<file path="src/rtl/sha1_digest_serializer_if.sv">
// Digest-in / word-stream-out bundle between sha1_exec, the serializer and the result FIFO.
// master = the serializer (sources the word stream); slave = its environment.
interface sha1_digest_serializer_if;
    logic         out_valid_i;
    logic [159:0] cv_next_i;
    logic         m_valid_o;
    logic         m_ready_i;
    logic [31:0]  m_data_o;
    logic         m_last_o;

    modport master (
        input  out_valid_i,
        input  cv_next_i,
        input  m_ready_i,
        output m_valid_o,
        output m_data_o,
        output m_last_o
    );

    modport slave (
        output out_valid_i,
        output cv_next_i,
        output m_ready_i,
        input  m_valid_o,
        input  m_data_o,
        input  m_last_o
    );
endinterface

</file>
<file path="src/rtl/sha1_digest_serializer.sv">
// Captures a 160-bit SHA-1 chaining value on sha1_exec's out_valid pulse and streams it out
// as DIGEST_WORDS 32-bit words (H0 first) over valid/ready, with optional per-word byte swap.
module sha1_digest_serializer #(
    parameter int DIGEST_WORDS = 5,
    parameter bit BYTE_SWAP    = 1'b0
) (
    input  logic                         clk,
    input  logic                         reset,
    sha1_digest_serializer_if.master     bus,
    output logic                         busy_o,
    output logic                         overrun_o,
    input  logic                         clr_overrun_i
);

    localparam int         CAP_W    = 32 * DIGEST_WORDS;
    localparam logic [2:0] LAST_IDX = 3'(DIGEST_WORDS - 1);

    typedef enum logic {
        IDLE = 1'b0,
        SEND = 1'b1
    } state_e;

    state_e             state_q, state_d;
    logic [2:0]         idx_q, idx_d;
    logic [CAP_W-1:0]   cap_q, cap_d;
    logic               overrun_q, overrun_d;
    logic               xfer;
    logic               final_xfer;
    logic [31:0]        word_sel;

    assign xfer       = (state_q == SEND) && bus.m_ready_i;
    assign final_xfer = xfer && (idx_q == LAST_IDX);

    // NOTE: every signal written here gets a default first, so no path leaves it unassigned
    // and no latch is inferred.
    always_comb begin
        state_d   = state_q;
        idx_d     = idx_q;
        cap_d     = cap_q;
        overrun_d = overrun_q;

        case (state_q)
            IDLE: begin
                if (bus.out_valid_i) begin
                    state_d = SEND;
                    cap_d   = bus.cv_next_i;
                    idx_d   = '0;
                end
            end
            SEND: begin
                if (final_xfer) begin
                    // A digest arriving on the last-word transfer chains straight on, no bubble.
                    if (bus.out_valid_i) begin
                        cap_d = bus.cv_next_i;
                        idx_d = '0;
                    end else begin
                        state_d = IDLE;
                    end
                end else if (xfer) begin
                    idx_d = idx_q + 3'd1;
                end
            end
            default: state_d = IDLE;
        endcase

        // Set is evaluated after clear so a simultaneous overrun wins.
        if (clr_overrun_i) begin
            overrun_d = 1'b0;
        end
        if ((state_q == SEND) && bus.out_valid_i && !final_xfer) begin
            overrun_d = 1'b1;
        end
    end

    // NOTE: state registers use non-blocking assignments so every flop samples pre-edge values.
    // The capture register is reset too: m_data_o must read zero out of reset.
    always_ff @(posedge clk) begin
        if (reset) begin
            state_q   <= IDLE;
            idx_q     <= '0;
            cap_q     <= '0;
            overrun_q <= 1'b0;
        end else begin
            state_q   <= state_d;
            idx_q     <= idx_d;
            cap_q     <= cap_d;
            overrun_q <= overrun_d;
        end
    end

    // idx is not advanced on the final transfer, so the last word stays on m_data_o while idle.
    always_comb begin
        word_sel = '0;
        for (int w = 0; w < DIGEST_WORDS; w++) begin
            if (idx_q == 3'(w)) begin
                word_sel = cap_q[CAP_W-32-32*w +: 32];
            end
        end
    end

    generate
        if (BYTE_SWAP) begin : g_swap
            assign bus.m_data_o = {word_sel[7:0], word_sel[15:8], word_sel[23:16], word_sel[31:24]};
        end else begin : g_pass
            assign bus.m_data_o = word_sel;
        end
    endgenerate

    assign bus.m_valid_o = (state_q == SEND);
    assign bus.m_last_o  = (state_q == SEND) && (idx_q == LAST_IDX);
    assign busy_o        = (state_q == SEND);
    assign overrun_o     = overrun_q;

endmodule

</file>
<file path="src/flat_wrapper.sv">
// flat-port wrapper written by rule: the top's interface ports become plain ports
module sha1_digest_serializer_flat 
#(
    parameter int DIGEST_WORDS = 5,
    parameter bit BYTE_SWAP    = 1'b0
)
  (clk, reset, busy_o, overrun_o, clr_overrun_i, bus_out_valid_i, bus_cv_next_i, bus_m_ready_i, bus_m_valid_o, bus_m_data_o, bus_m_last_o);
  sha1_digest_serializer_if bus_i ();
  input  logic clk;
  input  logic reset;
  output logic busy_o;
  output logic overrun_o;
  input  logic clr_overrun_i;
  input wire logic [$bits(bus_i.out_valid_i)-1:0] bus_out_valid_i;
  input wire logic [$bits(bus_i.cv_next_i)-1:0] bus_cv_next_i;
  input wire logic [$bits(bus_i.m_ready_i)-1:0] bus_m_ready_i;
  output wire logic [$bits(bus_i.m_valid_o)-1:0] bus_m_valid_o;
  output wire logic [$bits(bus_i.m_data_o)-1:0] bus_m_data_o;
  output wire logic [$bits(bus_i.m_last_o)-1:0] bus_m_last_o;
  assign bus_i.out_valid_i = bus_out_valid_i;
  assign bus_i.cv_next_i = bus_cv_next_i;
  assign bus_i.m_ready_i = bus_m_ready_i;
  assign bus_m_valid_o = bus_i.m_valid_o;
  assign bus_m_data_o = bus_i.m_data_o;
  assign bus_m_last_o = bus_i.m_last_o;
  sha1_digest_serializer #(.DIGEST_WORDS(DIGEST_WORDS), .BYTE_SWAP(BYTE_SWAP)) u_core (.clk(clk), .reset(reset), .bus(bus_i), .busy_o(busy_o), .overrun_o(overrun_o), .clr_overrun_i(clr_overrun_i));
endmodule
</file>
<file path="config.mk">
export PLATFORM = sky130hd
export DESIGN_NAME = sha1_digest_serializer_flat
export DESIGN_NICKNAME = d
export VERILOG_FILES = /design/src/rtl/sha1_digest_serializer_if.sv /design/src/rtl/sha1_digest_serializer.sv /design/src/flat_wrapper.sv
export SDC_FILE = /design/constraint.sdc
export NUM_CORES = 1
export LEC_CHECK = 0
export CORE_MARGIN = 2
export CORE_UTILIZATION = 35
export CTS_CLUSTER_SIZE = 14
export DETAILED_ROUTE_END_ITERATION = 8
export DONT_BUFFER_PORTS = 1
export MAX_ROUTING_LAYER = met4
export PLACE_DENSITY = 0.56
export SYNTH_ARGS = -nofsm -noshare
export SYNTH_HDL_FRONTEND = slang
export SYNTH_SLANG_ARGS = --single-unit
</file>
<file path="constraint.sdc">
create_clock -name clk -period 2.2 [get_ports clk]
set_input_delay 0.44 -clock clk [delete_from_list [all_inputs] [get_ports clk]]
set_output_delay 0.44 -clock clk [all_outputs]
set_load 0.01 [all_outputs]
</file>
==> flow_summary.json <==
{
  "post_dp_cell_area_mm2": 0.009189,
  "p_comb_frac": 0.133,
  "outcome": "finished, violations left",
  "start_kind": "flip-flop",
  "r2r-start": "u_core.idx_q[0]",
  "yosysUniqueCellTypes": 22,
  "tightestPinTransition_ns": 0.4659,
  "clock_latency_ns": 0.43,
  "clock.fmax_ghz": 0.4218,
  "synth.largest_area_cell": "dfxtp_1",
  "r2r-end": "u_core.cap_q[107]",
  "use_met1": 0.2215,
  "holdPathStages": 2,
  "layout_commonest_cell": "nand2b_1",
  "grt-busiest-layer": "met2",
  "fin_crit_sh": 1.078,
  "setup_violations": 32,
  "hold_viol_final": 0,
  "num_vias": 6479,
  "p_sw_uw": 1999,
  "cts_buffers": 17,
  "leakage_uw": 0.004001,
  "clk_pin_slew_ns": 0.07,
  "netlist.area_leader.share": 0.3700,
  "use_met3": 0.06591,
  "drc": 0,
  "synth_warnings": 0,
  "violations": "setup timing",
  "die_area_mm2": 0.02680,
  "grt_pass1_wl_mm": 37.61,
  "seqPwrFrac": 0.439,
  "clock_path_buffers": 2,
  "antenna_found_initial": 3,
  "slew-limit-headroom": 0.6894,
  "powerDensity_mw_per_mm2": 737.0,
  "syn_area_per_cell_um2": 9.036,
  "portBuffers": 0,
  "cts_tree": "yes",
  "required_ns": 1.76,
  "critPathKind": "reg -> out",
  "crit_path_max_fanout": 7,
  "rsz0062_at_grt": "true",
  "drt_iter0_drc": 431,
  "crit_arrival_ns": 1.93,
  "swShare": 0.2658,
  "wirelength_mm": 24.70,
  "ys_top_cells_by_area": "dfxtp_1 37%, nand2b_1 22%, mux2i_1 18%",
  "syn_area_mm2": 0.008927,
  "dr.pass1.iters": 4,
  "regToRegSetupSlack_ns": 0.20,
  "syn_inst": 988,
  "viasPerCell": 5.003,
  "htree_num_levels": 4,
  "ant_nets": 0,
  "final_cell_mix": "321 x nand2b_1, 163 x dfxtp_1, 161 x mux2i_1",
  "maxCapViolCount": 0,
  "internal_power_uw": 5521,
  "grt_overflow_total": 0,
  "std_cell_rows": 58,
  "grt_usage": 0.1878,
  "setup_ws_ns": -0.1710,
  "min_to": "u_core.bus.m_valid_o",
  "syn-num-nets": 1158,
  "ir_worst_vdd_v": 0.0004490,
  "min_period_ns": 2.371,
  "hold_path_startpoint": "bus_out_valid_i",
  "ios": 201,
  "nFillCells": 2522,
  "fp.dieW_um": 163.7,
  "nets": 1120,
  "first_global_vias": 6648,
  "areaGrowthSynthToFinish_pct": 14.28,
  "start_util": 0.3555,
  "core_area_mm2": 0.02511,
  "grt_max_degree": 326,
  "r2r_cells": 7,
  "clkPwrFrac": 0.427,
  "skew_ns": 0.01894,
  "use_met2": 0.3029,
  "hold_class": "in -> reg",
  "clock-sinks": 165,
  "drt-wirelength-per-cell_um": 19.07,
  "final_area_mm2": 0.01020,
  "end_kind": "primary output",
  "place_congestion": 0.8029,
  "maxSlewViolCount": 0,
  "cts-root-buf": "clkbuf_16",
  "ys_seq_area_frac": 0.3700,
  "dieHeight_um": 163.7,
  "dp_slack_ns": 0.1413,
  "ys_ff_latch": 165,
  "hpwl_mm": 15.75,
  "drive_above_1_share": 0.1123
}
==> layer usage <==
metal | vias to the layer above | part of all wire
met5 | - | 0
met4 | 0 | 0.017
met3 | 21 | 0.071
met2 | 169 | 0.48
met1 | 3072 | 0.43
li1 | 3217 | -
==> worst max-delay path, stage by stage, from the launching register on <==
cell and delay (ns):
dfxtp_2 0.34, ha_4 0.16, ha_4 0.15, or2_4 0.30
buf_12 0.17, a211o_1 0.29, nand3_2 0.10
==> kinds of logic after synthesis <==
kind of cell / Yosys count / synth area share
buf+inv: 93 / 0.05732
mux: 161 / 0.1805
simple gates: 491 / 0.3296
compound gates: 73 / 0.05550
flops: 165 / 0.3700
fa+ha+maj: 5 / 0.007008
==> synthesized netlist by cell type <==
cell / n
nand3_1: 68
buf_8: 11
nand3b_1: 33
a211oi_1: 2
buf_4: 9
inv_1: 4
a21oi_1: 37
mux2i_1: 161
nor2_1: 1
nand2b_1: 321
clkbuf_1: 65
a211o_1: 32
and2_1: 1
a31oi_1: 1
nand2_1: 33
a221oi_1: 1
and3_1: 1
ha_1: 5
nor2b_1: 32
buf_2: 4
or2_1: 1
dfxtp_1: 165
==> flip-flops by register name, summed over array words and instances, names as in the netlist <==
signal / flops
u_core.cap_q: 160
u_core.bus.m_valid_o: 1
u_core.overrun_o: 1
u_core.idx_q: 3
==> power by group through the flow <==
stage               Sequential [uW]  Clock [uW]  Combinational, uW
floorplan                      3330           0                825
global placement               3370           0                932
detailed placement             3370           0                940
CTS                            3300        3290               1010
global route                   3320        3430               1090
finish                         3300        3210               1000
==> worst max path at each step <==
stage,from,end,slack [ns],cells past startpoint
6_report,u_core.idx_q[1],bus_m_data_o[23],-0.17,6
5_1_grt,u_core.idx_q[0],bus_m_data_o[23],-0.24,7
4_1_cts,u_core.idx_q[1],bus_m_data_o[16],-0.22,6
3_5_place_dp,u_core.idx_q[0],u_core.cap_q[7],0.14,7
3_3_place_gp,u_core.idx_q[0],bus_m_data_o[2],0.16,7
2_1_floorplan,u_core.idx_q[0],bus_m_data_o[10],0.13,8
==> repair_timing <==
item,4_1_cts,5_1_grt
resized for setup,54,1
buffers inserted,2,0
setup endpoints to repair,32,32
hold buffers,0,0
pin swaps,21,6
gates cloned,3,1
==> stage by stage <==
stage / total power (uW) / utilization / hold WS, ns / TNS [ns] / cells
2_1_floorplan: 4152 / - / 0.4487 / 0 / 988
3_3_place_gp: 4300 / 0.3660 / 0.4582 / 0 / 1255
3_5_place_dp: 4309 / 0.3660 / 0.4595 / 0 / 1255
4_1_cts: 7611 / 0.4048 / 0.08837 / -5.876 / 1291
5_1_grt: 7846 / 0.4063 / 0.1047 / -6.776 / 1295
6_report: 7520 / 0.4063 / 0.1378 / -4.617 / 1295
==> final cells by class <==
cell class	count	area [um2]	share of cell area
inverters	4	17.52	0.001717
repair buffers	32	486.7	0.04771
well taps	330	412.9	0.04047
clock buffers	17	425.4	0.04170
diodes	3	7.507	0.0007358
multi-input cells	730	5356	0.5250
flip-flops and latches	165	3306	0.3240
clock inverters	14	190.2	0.01864
(Power assumes the default switching activity.)
